$ cat src/rtl/serial_tx_arbiter_if.sv
// Bus between the requesters and the round-robin serial transmit scheduler.
// The arbiter takes the slave modport; requesters (or a bench) take master.
interface serial_tx_arbiter_if #(
  parameter int N_REQ = 4,
  parameter int ID_W  = 2
);
  logic [N_REQ-1:0]   req;
  logic [7*N_REQ-1:0] data_in;
  logic [N_REQ-1:0]   grant;
  logic               serial_out;
  logic               busy;
  logic [ID_W-1:0]    cur_id;
  logic               frame_done;

  modport master (
    output req, data_in,
    input  grant, serial_out, busy, cur_id, frame_done
  );

  modport slave (
    input  req, data_in,
    output grant, serial_out, busy, cur_id, frame_done
  );
endinterface

$ cat src/rtl/serial_tx_arbiter.sv
// Round-robin scheduler sharing one serial line between N_REQ requesters.
// Frame: start bit, 7 data bits LSB first, even parity, STOP_CYCLES stop bits.
module serial_tx_arbiter #(
  parameter int N_REQ       = 4,
  parameter int ID_W        = 2,
  parameter int STOP_CYCLES = 1
) (
  input  logic               clk,
  input  logic               rstn,
  serial_tx_arbiter_if.slave tx_if
);

  localparam logic [2:0] S_IDLE   = 3'd0;
  localparam logic [2:0] S_START  = 3'd1;
  localparam logic [2:0] S_DATA   = 3'd2;
  localparam logic [2:0] S_PARITY = 3'd3;
  localparam logic [2:0] S_STOP   = 3'd4;

  localparam int              SC_W      = (STOP_CYCLES > 1) ? $clog2(STOP_CYCLES) : 1;
  localparam logic [SC_W-1:0] STOP_LAST = SC_W'(STOP_CYCLES - 1);

  logic [2:0]       r_state;
  logic [2:0]       r_bit_cnt;
  logic [SC_W-1:0]  r_stop_cnt;
  logic [ID_W-1:0]  r_last_id;
  logic [ID_W-1:0]  r_cur_id;
  logic [N_REQ-1:0] r_grant;
  logic             r_serial;
  logic             r_busy;
  logic             r_frame_done;
  logic [6:0]       r_shift;
  logic             r_parity;

  logic [2*N_REQ-1:0] w_req_dbl;
  logic [N_REQ-1:0]   w_req_rot;
  logic               w_win_vld;
  logic [ID_W-1:0]    w_off;
  int                 w_sum;
  logic [ID_W-1:0]    w_win_id;
  logic [6:0]         w_win_word;
  logic [N_REQ-1:0]   w_onehot;
  logic               w_arb_edge;
  logic               w_launch;

  // Rotate req so bit 0 is the requester right after the last grantee.
  assign w_req_dbl = {tx_if.req, tx_if.req};
  assign w_req_rot = N_REQ'(w_req_dbl >> (r_last_id + ID_W'(1)));

  always_comb begin
    w_win_vld = 1'b0;
    w_off     = '0;
    for (int j = N_REQ - 1; j >= 0; j--) begin
      if (w_req_rot[j]) begin
        w_win_vld = 1'b1;
        w_off     = ID_W'(j);
      end
    end
  end

  always_comb begin
    w_sum = int'(r_last_id) + 1 + int'(w_off);
    if (w_sum >= N_REQ) begin
      w_sum = w_sum - N_REQ;
    end
  end

  assign w_win_id = ID_W'(w_sum);
  assign w_onehot = N_REQ'(1) << w_win_id;

  always_comb begin
    w_win_word = '0;
    for (int j = 0; j < N_REQ; j++) begin
      if (ID_W'(j) == w_win_id) begin
        w_win_word = tx_if.data_in[7*j +: 7];
      end
    end
  end

  // Arbitration happens in IDLE and at the end of the final stop cycle only.
  assign w_arb_edge = (r_state == S_IDLE) ||
                      ((r_state == S_STOP) && (r_stop_cnt == STOP_LAST));
  assign w_launch   = w_arb_edge && w_win_vld;

  always_ff @(posedge clk or negedge rstn) begin
    if (!rstn) begin
      r_state      <= S_IDLE;
      r_bit_cnt    <= '0;
      r_stop_cnt   <= '0;
      r_last_id    <= ID_W'(N_REQ - 1);
      r_cur_id     <= '0;
      r_grant      <= '0;
      r_serial     <= 1'b1;
      r_busy       <= 1'b0;
      r_frame_done <= 1'b0;
    end else begin
      r_grant      <= '0;
      r_frame_done <= 1'b0;
      if (w_launch) begin
        r_state   <= S_START;
        r_grant   <= w_onehot;
        r_cur_id  <= w_win_id;
        r_last_id <= w_win_id;
        r_busy    <= 1'b1;
        r_serial  <= 1'b0;
      end else begin
        unique case (r_state)
          S_START: begin
            r_state   <= S_DATA;
            r_bit_cnt <= '0;
            r_serial  <= r_shift[0];
          end
          S_DATA: begin
            if (r_bit_cnt == 3'd6) begin
              r_state  <= S_PARITY;
              r_serial <= r_parity;
            end else begin
              r_bit_cnt <= r_bit_cnt + 3'd1;
              r_serial  <= r_shift[r_bit_cnt + 3'd1];
            end
          end
          S_PARITY: begin
            r_state      <= S_STOP;
            r_stop_cnt   <= '0;
            r_serial     <= 1'b1;
            r_frame_done <= (STOP_LAST == '0);
          end
          S_STOP: begin
            r_serial <= 1'b1;
            if (r_stop_cnt == STOP_LAST) begin
              r_state <= S_IDLE;
              r_busy  <= 1'b0;
            end else begin
              r_stop_cnt   <= r_stop_cnt + SC_W'(1);
              r_frame_done <= ((r_stop_cnt + SC_W'(1)) == STOP_LAST);
            end
          end
          default: begin
            r_state  <= S_IDLE;
            r_serial <= 1'b1;
            r_busy   <= 1'b0;
          end
        endcase
      end
    end
  end

  // Word and parity are captured only at a grant; they need no reset.
  always_ff @(posedge clk) begin
    if (w_launch) begin
      r_shift  <= w_win_word;
      r_parity <= ^w_win_word;
    end
  end

  assign tx_if.grant      = r_grant;
  assign tx_if.serial_out = r_serial;
  assign tx_if.busy       = r_busy;
  assign tx_if.cur_id     = r_cur_id;
  assign tx_if.frame_done = r_frame_done;

endmodule

$ cat src/flat_wrapper.sv
// flat-port wrapper written by rule: the top's interface ports become plain ports
module serial_tx_arbiter_flat 
#(
  parameter int N_REQ       = 4,
  parameter int ID_W        = 2,
  parameter int STOP_CYCLES = 1
)
  (clk, rstn, tx_if_req, tx_if_data_in, tx_if_grant, tx_if_serial_out, tx_if_busy, tx_if_cur_id, tx_if_frame_done);
  serial_tx_arbiter_if #(.N_REQ(N_REQ), .ID_W(ID_W)) tx_if_i ();
  input  logic clk;
  input  logic rstn;
  input wire logic [$bits(tx_if_i.req)-1:0] tx_if_req;
  input wire logic [$bits(tx_if_i.data_in)-1:0] tx_if_data_in;
  output wire logic [$bits(tx_if_i.grant)-1:0] tx_if_grant;
  output wire logic [$bits(tx_if_i.serial_out)-1:0] tx_if_serial_out;
  output wire logic [$bits(tx_if_i.busy)-1:0] tx_if_busy;
  output wire logic [$bits(tx_if_i.cur_id)-1:0] tx_if_cur_id;
  output wire logic [$bits(tx_if_i.frame_done)-1:0] tx_if_frame_done;
  assign tx_if_i.req = tx_if_req;
  assign tx_if_i.data_in = tx_if_data_in;
  assign tx_if_grant = tx_if_i.grant;
  assign tx_if_serial_out = tx_if_i.serial_out;
  assign tx_if_busy = tx_if_i.busy;
  assign tx_if_cur_id = tx_if_i.cur_id;
  assign tx_if_frame_done = tx_if_i.frame_done;
  serial_tx_arbiter #(.N_REQ(N_REQ), .ID_W(ID_W), .STOP_CYCLES(STOP_CYCLES)) u_core (.clk(clk), .rstn(rstn), .tx_if(tx_if_i));
endmodule
$ cat config.mk
export PLATFORM = sky130hd
export DESIGN_NAME = serial_tx_arbiter_flat
export DESIGN_NICKNAME = d
export VERILOG_FILES = /design/src/rtl/serial_tx_arbiter_if.sv /design/src/rtl/serial_tx_arbiter.sv /design/src/flat_wrapper.sv
export SDC_FILE = /design/constraint.sdc
export NUM_CORES = 1
export LEC_CHECK = 0
export BUFFER_PORTS_ARGS = -buffer_cell sky130_fd_sc_hd__buf_2
export CORE_AREA = 8 8 72 74
export CTS_BUF_LIST = sky130_fd_sc_hd__clkbuf_4 sky130_fd_sc_hd__clkbuf_8
export DETAILED_ROUTE_END_ITERATION = 12
export DIE_AREA = 0 0 80 82
export PLACE_DENSITY = 0.7
export SYNTH_ARGS = -nofsm -noshare
export SYNTH_HDL_FRONTEND = slang
export SYNTH_SLANG_ARGS = --single-unit
export TNS_END_PERCENT = 1
$ cat constraint.sdc
create_clock -name clk -period 3.3 [get_ports clk]
set_clock_uncertainty 0.05 [all_clocks]
set_input_delay 0.495 -clock clk [delete_from_list [all_inputs] [get_ports clk]]
set_output_delay 0.495 -clock clk [all_outputs]
set_load 0.005 [all_outputs]
==> results of run 1 <==
## area by class of cell
type | count | area, um2 | area share (%)
clock buffer | 4 | 48.8 | 2.32
inverter | 6 | 26.3 | 1.25
multi-input combinational | 136 | 980 | 46.6
sequential | 25 | 669 | 31.8
tap | 52 | 65.1 | 3.09
timing repair buffer | 56 | 315 | 15.0
## registers in the layout, summed over array words and instances (netlist names)
signal and flops:
u_core.r_shift 7, u_core.r_bit_cnt 3, u_core.tx_if.cur_id 2, u_core.tx_if.busy 1, u_core.r_last_id 2, u_core.tx_if.serial_out 1
u_core.r_parity 1, u_core.r_state 3, u_core.tx_if.frame_done 1, u_core.tx_if.grant 4
## cells in the mapped netlist (2+ instances only)
master     number  area (um2)
buf_6           3        33.8
xor3_1          2        47.6
nor2_2          2        12.5
a21oi_1        11        55.1
a2bb2oi_1       2        17.5
nor3_1          4        20.0
nand2_1        26        97.6
a21o_1          3        22.5
xor2_1          2        17.5
o31ai_1         2        15.0
a21o_2          2        17.5
mux2i_1         6        60.1
a31oi_1         2        12.5
a311oi_1        3        26.3
nand2b_1        2        12.5
o2111ai_1       3        26.3
dfrtp_1        14         350
ha_1            3        37.5
nor2b_1         2        12.5
nand3_1        10        50.1
edfxtp_1        8         240
a211oi_1        3        22.5
clkbuf_1        3        11.3
inv_1           6        22.5
dfstp_2         3        78.8
a21boi_0        2        15.0
o21ai_0         7        35.0
nor2_1         14        52.6
## logic make-up (layout without fill, tap and decap cells)
kind of cell               count (synthesis)  count (layout)  synth area share, %
and+or+nand+nor                           69              69                 19.4
adders and majority gates                  3               3                 2.21
AOI/OAI and AO/OA                         52              52                 24.9
xor gates and xnor gates                   4               4                 3.83
buffers and inverters                     13              66                 4.78
muxes                                      8               8                 5.52
DFF                                       25              25                 39.4
## worst min path at each step
stage               startpoint                      to  cells after the start
detailed placement        rstn  u_core.tx_if.cur_id[0]                      1
global placement          rstn  u_core.tx_if.cur_id[0]                      1
finish                    rstn  u_core.tx_if.cur_id[0]                      1
global route              rstn  u_core.tx_if.cur_id[0]                      1
floorplan                 rstn     u_core.r_bit_cnt[0]                      0
CTS                       rstn  u_core.tx_if.cur_id[0]                      1
## stage by stage
step                hold slack, ns  instance area, um2  power [mW]
finish                      0.0727                2100        2.49
global route                0.0991                2100        2.70
CTS                         0.0871                2050        2.42
detailed placement           0.377                2000        2.22
global placement             0.378                2000        2.18
floorplan                    0.149                1700        1.88
## metal layers
metal	up-vias	part of all wire, %	track usage [%]	wire [um]
met5	-	0	0	0
li1	750	-	-	-
met3	6	5.3	2.52	206
met1	680	49	15.6	1910
met4	0	1.0	3.27	40
met2	44	45	20.4	1760
## what timing repair did
item                                    4_1_cts  5_1_grt
cloned                                        0        0
endpoints found under the setup margin        1        1
buffers inserted                              0        3
pin swaps                                     0        2
resized for setup                             2        6
## worst register-to-register path: cells and delay by family, from the launching register on
kind,cells,cell delay (ns)
adders and majority gates,1,0.40
AOI/OAI and AO/OA,4,0.54
xor gates and xnor gates,2,0.73
and+or+nand+nor,1,0.07
buffers and inverters,4,0.61
DFF,1,0.54
## power groups by stage
stage	combinational (mW)	sequential, mW	clock [mW]
after global routing	1.82	0.677	0.202
after floorplan	1.24	0.645	0
after global placement	1.51	0.672	0
final	1.65	0.658	0.183
after detailed placement	1.55	0.673	0
after CTS	1.56	0.669	0.189
## layout by cell type, fill, tap and decap left out, types with 3 or more instances in the layout
master,instances
a21oi_1,11
nand3_1,10
buf_2,42
mux2i_1,6
edfxtp_1,8
o21ai_0,7
a21o_1,3
dfrtp_1,14
clkbuf_8,3
buf_4,14
nand2_1,26
dfstp_2,3
a211oi_1,3
inv_1,5
nor3_1,4
nor2_1,13
==> flow_summary.ini, run 1 <==
[worst_setup_path]
crit_path_start = u_core.r_last_id[1]
worst_setup_path_start_kind = register
critPathArrivalTime_ns = 3.14
r2r-end = u_core.r_parity
slowest_stage = dfstp_2
slowest_delay_ns = 0.54
ff2ff_setup_slack_ns = 0.12
timing.rr.start = u_core.r_last_id[1]
path_max_fanout = 7
crit_chain = inv_1, nand2_1, a21oi_1, o2bb2ai_1, o21ai_0, ha_2, buf_4, clkinvlp_4, buf_4, o2111ai_2, xor3_1, xor3_1
critPathBufInv = 4
path_class = reg -> reg
rr_worst_depth = 12
cp.required_ns = 3.26
critPathCapture = u_core.r_parity
end_kind = register
crit_cells = 12
path_delay_family = XOR/XNOR gates

[cells_and_area]
fin_cells = 279
synthToLayoutAreaGrowth_pct = 23.8
drive_above_1_share_pct = 38.3
n_fill_cell = 390
n_antenna_cell = 0
final_util_pct = 50.8
nets = 265

[power_and_ir_drop]
powerDensity_mw_per_mm2 = 1190
worst_ir_drop_vdd_uv = 666
switching_share_pct = 40.2
p_sw_mw = 1.00
leakage_nw = 0.934
pwr-share-comb_pct = 66.3
internal_power_mw = 1.49
power_frac_seq_pct = 26.4
p_clk_share_pct = 7.3

[global_routing]
grt_remaining_overflow = 0
grt_pass1_vias = 1506
gr-usage-all-layers_pct = 12.2
grt_pass1_wl_um = 6560
antenna_found_initial = 0
grt_max_degree = 18

[sta]
fin_crit_sh_pct = 96.4
slew_violations = 0
min_period_ns = 3.18
max_slew.worst_pin.slew_ns = 0.422
fin_setup_tns_ns = 0
hold_viol = 0
relSlewSlack_pct = 71.7
fmaxAchievable_ghz = 0.314
fin_ws_ns = 0.120
rsz0062_at_grt = false
finalSetupViolations = 0

[clock_network]
clock_sinks = 25
htree_levels = 1
clockRootBuffer = clkbuf_8
cts_tree = built
cts_hold_buf = 0
cts_buffers = 3
clk_pin_slew_ns = 0.08
clk_path_buf_depth = 2
clock_latency_ns = 0.26

[yosys]
syn_nets = 211
yosysWarnings = 0
ys_ff_latch = 25
synthCells = 174
synthesis.area_mm2 = 0.00170
avgSynthCellArea_um2 = 9.77
synth_edf_count = 8
ys_seq_area_share_pct = 39.4
ys.flop_type = dfrtp_1
postSynth.asyncResetShare_pct = 68.0
ys_types = 52

[place]
place_ws_ns = -0.0490
dp_cells = 272
numPortBuffers = 42
gp_congestion = 0.838
hpwl_um = 3160

[route]
first_pass_iters = 4
ant_nets = 0
wirelength_um = 3920
via_per_inst = 5.30
drc = 0
drt_first_iter_violations = 105
avgRoutedWirePerCell_um = 14.0
vias = 1480

[floorplan]
io_pins = 43
die_area_mm2 = 0.00656
row_count = 24
start_util_pct = 41.0
die-height_um = 82
die_w_um = 80
core_area_mm2 = 0.00414

[min_path]
hp-class = in -> async

[run]
maxCapViolations = 0

[run_status]
status = complete, no violations
Power figures use the tool's default switching activity.
==> run 2, diff against run 1 <==
--- a/config.mk
+++ b/config.mk
@@ -5,11 +5,13 @@
 export SDC_FILE = /design/constraint.sdc
 export NUM_CORES = 1
 export LEC_CHECK = 0
+export ABC_AREA = 1
 export BUFFER_PORTS_ARGS = -buffer_cell sky130_fd_sc_hd__buf_2
 export CORE_AREA = 8 8 72 74
 export CTS_BUF_LIST = sky130_fd_sc_hd__clkbuf_4 sky130_fd_sc_hd__clkbuf_8
 export DETAILED_ROUTE_END_ITERATION = 12
 export DIE_AREA = 0 0 80 82
+export MAX_ROUTING_LAYER = met4
 export PLACE_DENSITY = 0.7
 export SYNTH_ARGS = -nofsm -noshare
 export SYNTH_HDL_FRONTEND = slang
==> run 2 against run 1 <==
Synthesized cell count is 39% higher. Die area stayed put. Cell area is 1.9% lower. Via count is 12% higher.
==> flow_summary.ini, run 2 <==
[sta]
fin_crit_sh_pct = 91.0
fin_ws_ns = 0.297
slew_violations = 0
max_slew.worst_pin.slew_ns = 0.368
hold_viol = 0
min_period_ns = 3.00
fin_setup_tns_ns = 0
finalSetupViolations = 0
relSlewSlack_pct = 75.4
fmaxAchievable_ghz = 0.333

[yosys]
synthAdderAreaFrac_pct = 2.19
synth_top_family_by_area = simple AND/OR/NAND/NOR gates
avgSynthCellArea_um2 = 7.09
ys.flop_type = dfrtp_1
synth_edf_count = 8
ys_top_cells_by_count = nand2_1, nand3_1, inv_1, nor2_1, dfrtp_1
synth-compound-area-share_pct = 5.03
synth_top_area_share_pct = 22.3
postSynth.asyncResetShare_pct = 68.0
synthCells = 242
yosys.area_share.simple_pct = 46.7
synth_xor_area_share_pct = 0.510
yosysWarnings = 0
syn_nets = 279
netlist_top_cells_area = nand2_1, dfrtp_1, edfxtp_1
synthesis.area_mm2 = 0.00172
yosysMostFrequentCell = nand2_1
ys_seq_area_share_pct = 39.0
synth_mux_area_share_pct = 0
synth_top_area_cell = nand2_1
ys_types = 30
ys_ff_latch = 25

[global_routing]
grt_pass1_wl_um = 6630
grtUsageMet1_pct = 15.6
grt_max_degree = 18
antenna_found_initial = 0
grt_remaining_overflow = 0
gr-usage-all-layers_pct = 12.7
use_met3_pct = 1.31
grt_pass1_vias = 1589
use_met2_pct = 20.9
grt-busiest-layer = met2

[route]
vias = 1654
drt_first_iter_violations = 55
avgRoutedWirePerCell_um = 11.5
first_pass_iters = 4
wirelength_um = 3930
drc = 0
ant_nets = 0
via_per_inst = 4.84

[worst_setup_path]
r2r-end = u_core.r_parity
end_kind = register
timing.rr.start = u_core.r_last_id[0]
rr_worst_depth = 18
crit_chain = inv_2, nand2_1, nand2_2, nand2_1, nand2_1, a21oi_1, o21bai_1, ha_2, clkinvlp_4, buf_4, nand3_1, nand3_1, nor2_1, nand2_1, nand2_1, nand2_1, nand3_1, nand2_1
critPathBufInv = 3
slowest_stage = dfstp_2
slowest_delay_ns = 0.60
cp.required_ns = 3.28
crit_top_cell = nand2_1
critPathArrivalTime_ns = 2.98
worst_setup_path_start_kind = register
path_class = reg -> reg
path_delay_family = simple AND/OR/NAND/NOR gates
ff2ff_setup_slack_ns = 0.30
path_max_fanout = 12

[min_path]
hp-class = in -> async

[floorplan]
start_util_pct = 41.4
die_area_mm2 = 0.00656
core_area_mm2 = 0.00414
io_pins = 43
row_count = 24
die-height_um = 82
die_w_um = 80

[place]
gp_congestion = 0.849
numPortBuffers = 42
post_dp_cell_area_mm2 = 0.00198
place_ws_ns = 0.237
hpwl_um = 3200

[cells_and_area]
largest_reg_flops = 7
top_register = u_core.r_shift
final_common_cell = nand2_1
nets = 328
n_antenna_cell = 0
final_util_pct = 49.8
fin_area_mm2 = 0.00206
final_cell_mix = nand2_1, buf_2, nand3_1
synthToLayoutAreaGrowth_pct = 20.3
drive_above_1_share_pct = 28.3

[run_status]
status = complete, no violations

[clock_network]
cts_tree = built
clk_pin_slew_ns = 0.08
clockRootBuffer = clkbuf_8
htree_levels = 1
clock_sinks = 25
cts_hold_buf = 0
clk_path_buf_depth = 2
cts_buffers = 3
clock_latency_ns = 0.27

[run]
maxCapViolations = 0
run 2: cell count changes in the layout (fill, tap and decap cells not counted), moves of 9 or more:
cell     before  now
nand2_1      26  102
buf_4        14    5
inv_1         5   16
a21oi_1      11    2
nand3_1      10   27
run 2: area by class of cell:
cell class              count  area, um2
clock buffers               3       41.3
clock inverters             1       5.00
fillers                   433       2080
inverters                  24       93.8
multi-input cells         190        942
flip-flops and latches     25        669
well taps                  52       65.1
repair buffers             47        248
run 2: kinds of logic (layout without fill, tap and decap cells):
kind of cell               count (synthesis)  count (layout)
and+or+nand+nor                          172             172
buffers and inverters                     27              75
DFF                                       25              25
AOI/OAI and AO/OA                         14              14
adders and majority gates                  3               3
xor gates and xnor gates                   1               1
run 2: metrics by stage:
stage          instances  hold slack, ns
2_1_floorplan        242           0.149
3_3_place_gp         334           0.379
3_5_place_dp         334           0.386
4_1_cts              338          0.0891
5_1_grt              342           0.102
6_report             342          0.0805
run 2: routing by layer:
| metal | share of wire, % | vias up |
|---|---|---|
| met1 | 48 | 730 |
| met3 | 4.2 | 5 |
| met2 | 46 | 37 |
| li1 | - | 882 |
| met4 | 1.7 | 0 |
| met5 | 0 | - |
run 2: worst max path at each step:
stage               slack, ns              end  cells after the start           startpoint
finish                   0.30  u_core.r_parity                     18  u_core.r_last_id[0]
global route            -0.01  u_core.r_parity                     18  u_core.r_last_id[0]
CTS                      0.21  u_core.r_parity                     19  u_core.r_last_id[0]
detailed placement       0.24  u_core.r_parity                     19  u_core.r_last_id[0]
global placement         0.33  u_core.r_parity                     19  u_core.r_last_id[0]
floorplan                0.58  u_core.r_parity                     20  u_core.r_last_id[0]
run 2: worst register-to-register path, stage by stage (launching register included):
cell        delay [ns]
dfstp_2           0.60
inv_2             0.12
nand2_1           0.10
nand2_2           0.07
nand2_1           0.06
nand2_1           0.07
a21oi_1           0.12
o21bai_1          0.08
ha_2              0.40
clkinvlp_4        0.21
buf_4             0.21
nand3_1           0.11
nand3_1           0.08
nor2_1            0.15
nand2_1           0.08
nand2_1           0.07
nand2_1           0.06
nand3_1           0.08
nand2_1           0.05
run 2: timing repair:
| action | in CTS | in global routing |
|---|---|---|
| hold endpoints to repair | 0 | 0 |
| endpoints found under the setup margin | 0 | 1 |
| gates resized for setup | 0 | 3 |
| setup buffers | 0 | 4 |
Power of run 2 is not shown: default switching activity piles up to over one toggle a cycle in this logic, so the estimate is an artifact.
==> run 3, diff against run 2 <==
==> constraint.sdc (replaced) <==
create_clock -name clk -period 3.47 [get_ports clk]
set_clock_uncertainty 0.05 [all_clocks]
set_input_delay 0.5205 -clock clk [delete_from_list [all_inputs] [get_ports clk]]
set_output_delay 0.5205 -clock clk [all_outputs]
set_load 0.005 [all_outputs]
==> run 3 against run 2 <==
Count of clock-buffer cells in the layout unchanged. Hold slack better by 0.026 ns. Cell area fell by 2.4%. Global-route usage is 0.56 points lower. Sequential share of layout area is 0.78 points higher. Setup slack improved by 0.055 ns. Non-clock buffer count down 5. Largest cell class unchanged. Highest routed layer unchanged.
==> flow_summary.ini, run 3 (same netlist as run 2, synthesis figures left out) <==
[route]
ant_nets = 0
drt_first_iter_violations = 63
first_pass_iters = 4
wirelength_um = 3840
drc = 0
via_per_inst = 4.82
avgRoutedWirePerCell_um = 11.4
vias = 1625

[floorplan]
core_area_mm2 = 0.00414
row_count = 24
die_w_um = 80
die-height_um = 82
io_pins = 43
die_area_mm2 = 0.00656
start_util_pct = 41.4

[cells_and_area]
top_register = u_core.r_shift
synthToLayoutAreaGrowth_pct = 17.4
nets = 323
final_cell_mix = nand2_1, buf_2, nand3_1
final_util_pct = 48.6
drive_above_1_share_pct = 26.3
largest_reg_flops = 7
n_antenna_cell = 0
multi_input_area_um2 = 935
n_fill_cell = 418
regArea_um2 = 669
final_common_cell = nand2_1

[global_routing]
grt_remaining_overflow = 0
antenna_found_initial = 0
grt_pass1_vias = 1488
gr-usage-all-layers_pct = 12.2
grt_max_degree = 18
grt_pass1_wl_um = 6300

[sta]
relSlewSlack_pct = 69.3
finalSetupViolations = 0
fin_crit_sh_pct = 89.8
slew_violations = 0
rsz0062_at_grt = false
fin_setup_tns_ns = 0
min_period_ns = 3.12
hold_viol = 0
max_slew.worst_pin.slew_ns = 0.460
fmaxAchievable_ghz = 0.321

[clock_network]
cts_buffers = 3
cts_hold_buf = 0
clk_path_buf_depth = 2
cts_tree = built
htree_levels = 1
clock_latency_ns = 0.27
clock_sinks = 25
clockRootBuffer = clkbuf_8
cts_resized = 0
cts_setup_buffers = 0
clk_pin_slew_ns = 0.08

[worst_setup_path]
path_class = reg -> reg
cp.required_ns = 3.45
critPathArrivalTime_ns = 3.10
end_kind = register
worst_setup_path_start_kind = register
path_max_fanout = 14
crit_path_start = u_core.r_last_id[0]
rr_worst_depth = 18
critPathCapture = u_core.r_parity
timing.rr.start = u_core.r_last_id[0]
r2r-end = u_core.r_parity
ff2ff_setup_slack_ns = 0.35

[place]
numPortBuffers = 42
gp_congestion = 0.918
hpwl_um = 3180

[run_status]
status = complete, no violations

[run]
maxCapViolations = 0

[min_path]
hp-class = in -> async
run 3: changes by cell type in the layout (fill, tap and decap cells not counted):
cell and change:
clkinvlp_4 -1, ha_1 +1, inv_1 +1, nor2_2 +1
buf_4 -5, ha_2 -1, nor2_4 -1
run 3: final cells by class:
class                   instances  share of cell area (%)
clock buffers                   3                    2.05
inverters                      24                    4.47
clock inverters                 1                   0.248
repair buffers                 42                    10.4
flip-flops and latches         25                    33.2
multi-input cells             190                    46.4
well taps                      52                    3.23
run 3: metal layers:
layer | GRT usage (%) | up-vias | wire length (um)
li1 | - | 872 | -
met1 | 14.3 | 710 | 1780
met2 | 20.5 | 39 | 1830
met3 | 1.64 | 4 | 165
met4 | 4.91 | 0 | 60
met5 | - | - | 0
run 3: per-stage QoR:
stage | instances | worst slack, ns | cell area (um2) | hold WS, ns
after floorplan | 242 | 0.747 | 1720 | 0.175
after global routing | 337 | 0.0400 | 2020 | 0.132
after detailed placement | 333 | 0.374 | 1970 | 0.409
final | 337 | 0.353 | 2020 | 0.107
after CTS | 337 | 0.346 | 2020 | 0.113
after global placement | 333 | 0.436 | 1970 | 0.405
run 3: how the worst min path moves through the flow:
stage                                endpoint  slack [ns]  start  cells past startpoint
after global placement      u_core.tx_if.busy        0.40   rstn                      1
after detailed placement    u_core.tx_if.busy        0.41   rstn                      1
final                       u_core.tx_if.busy        0.11   rstn                      1
after CTS                   u_core.tx_if.busy        0.11   rstn                      1
after floorplan           u_core.r_bit_cnt[0]        0.17   rstn                      0
after global routing        u_core.tx_if.busy        0.13   rstn                      1
run 3: critical path, stage by stage, from the launching register on:
cell      delay, ns
dfstp_2        0.64
inv_2          0.13
nand2_1        0.10
nand2_2        0.07
nand2_1        0.06
nand2_1        0.07
a21oi_1        0.12
o21bai_1       0.07
ha_1           0.33
inv_1          0.37
nor2_2         0.16
nand2_1        0.09
nand3_1        0.07
nor2_1         0.21
inv_2          0.07
nand3_1        0.09
nand2_1        0.06
nand3_1        0.06
nand2_1        0.05
Power of run 3 is left out for the same reason.
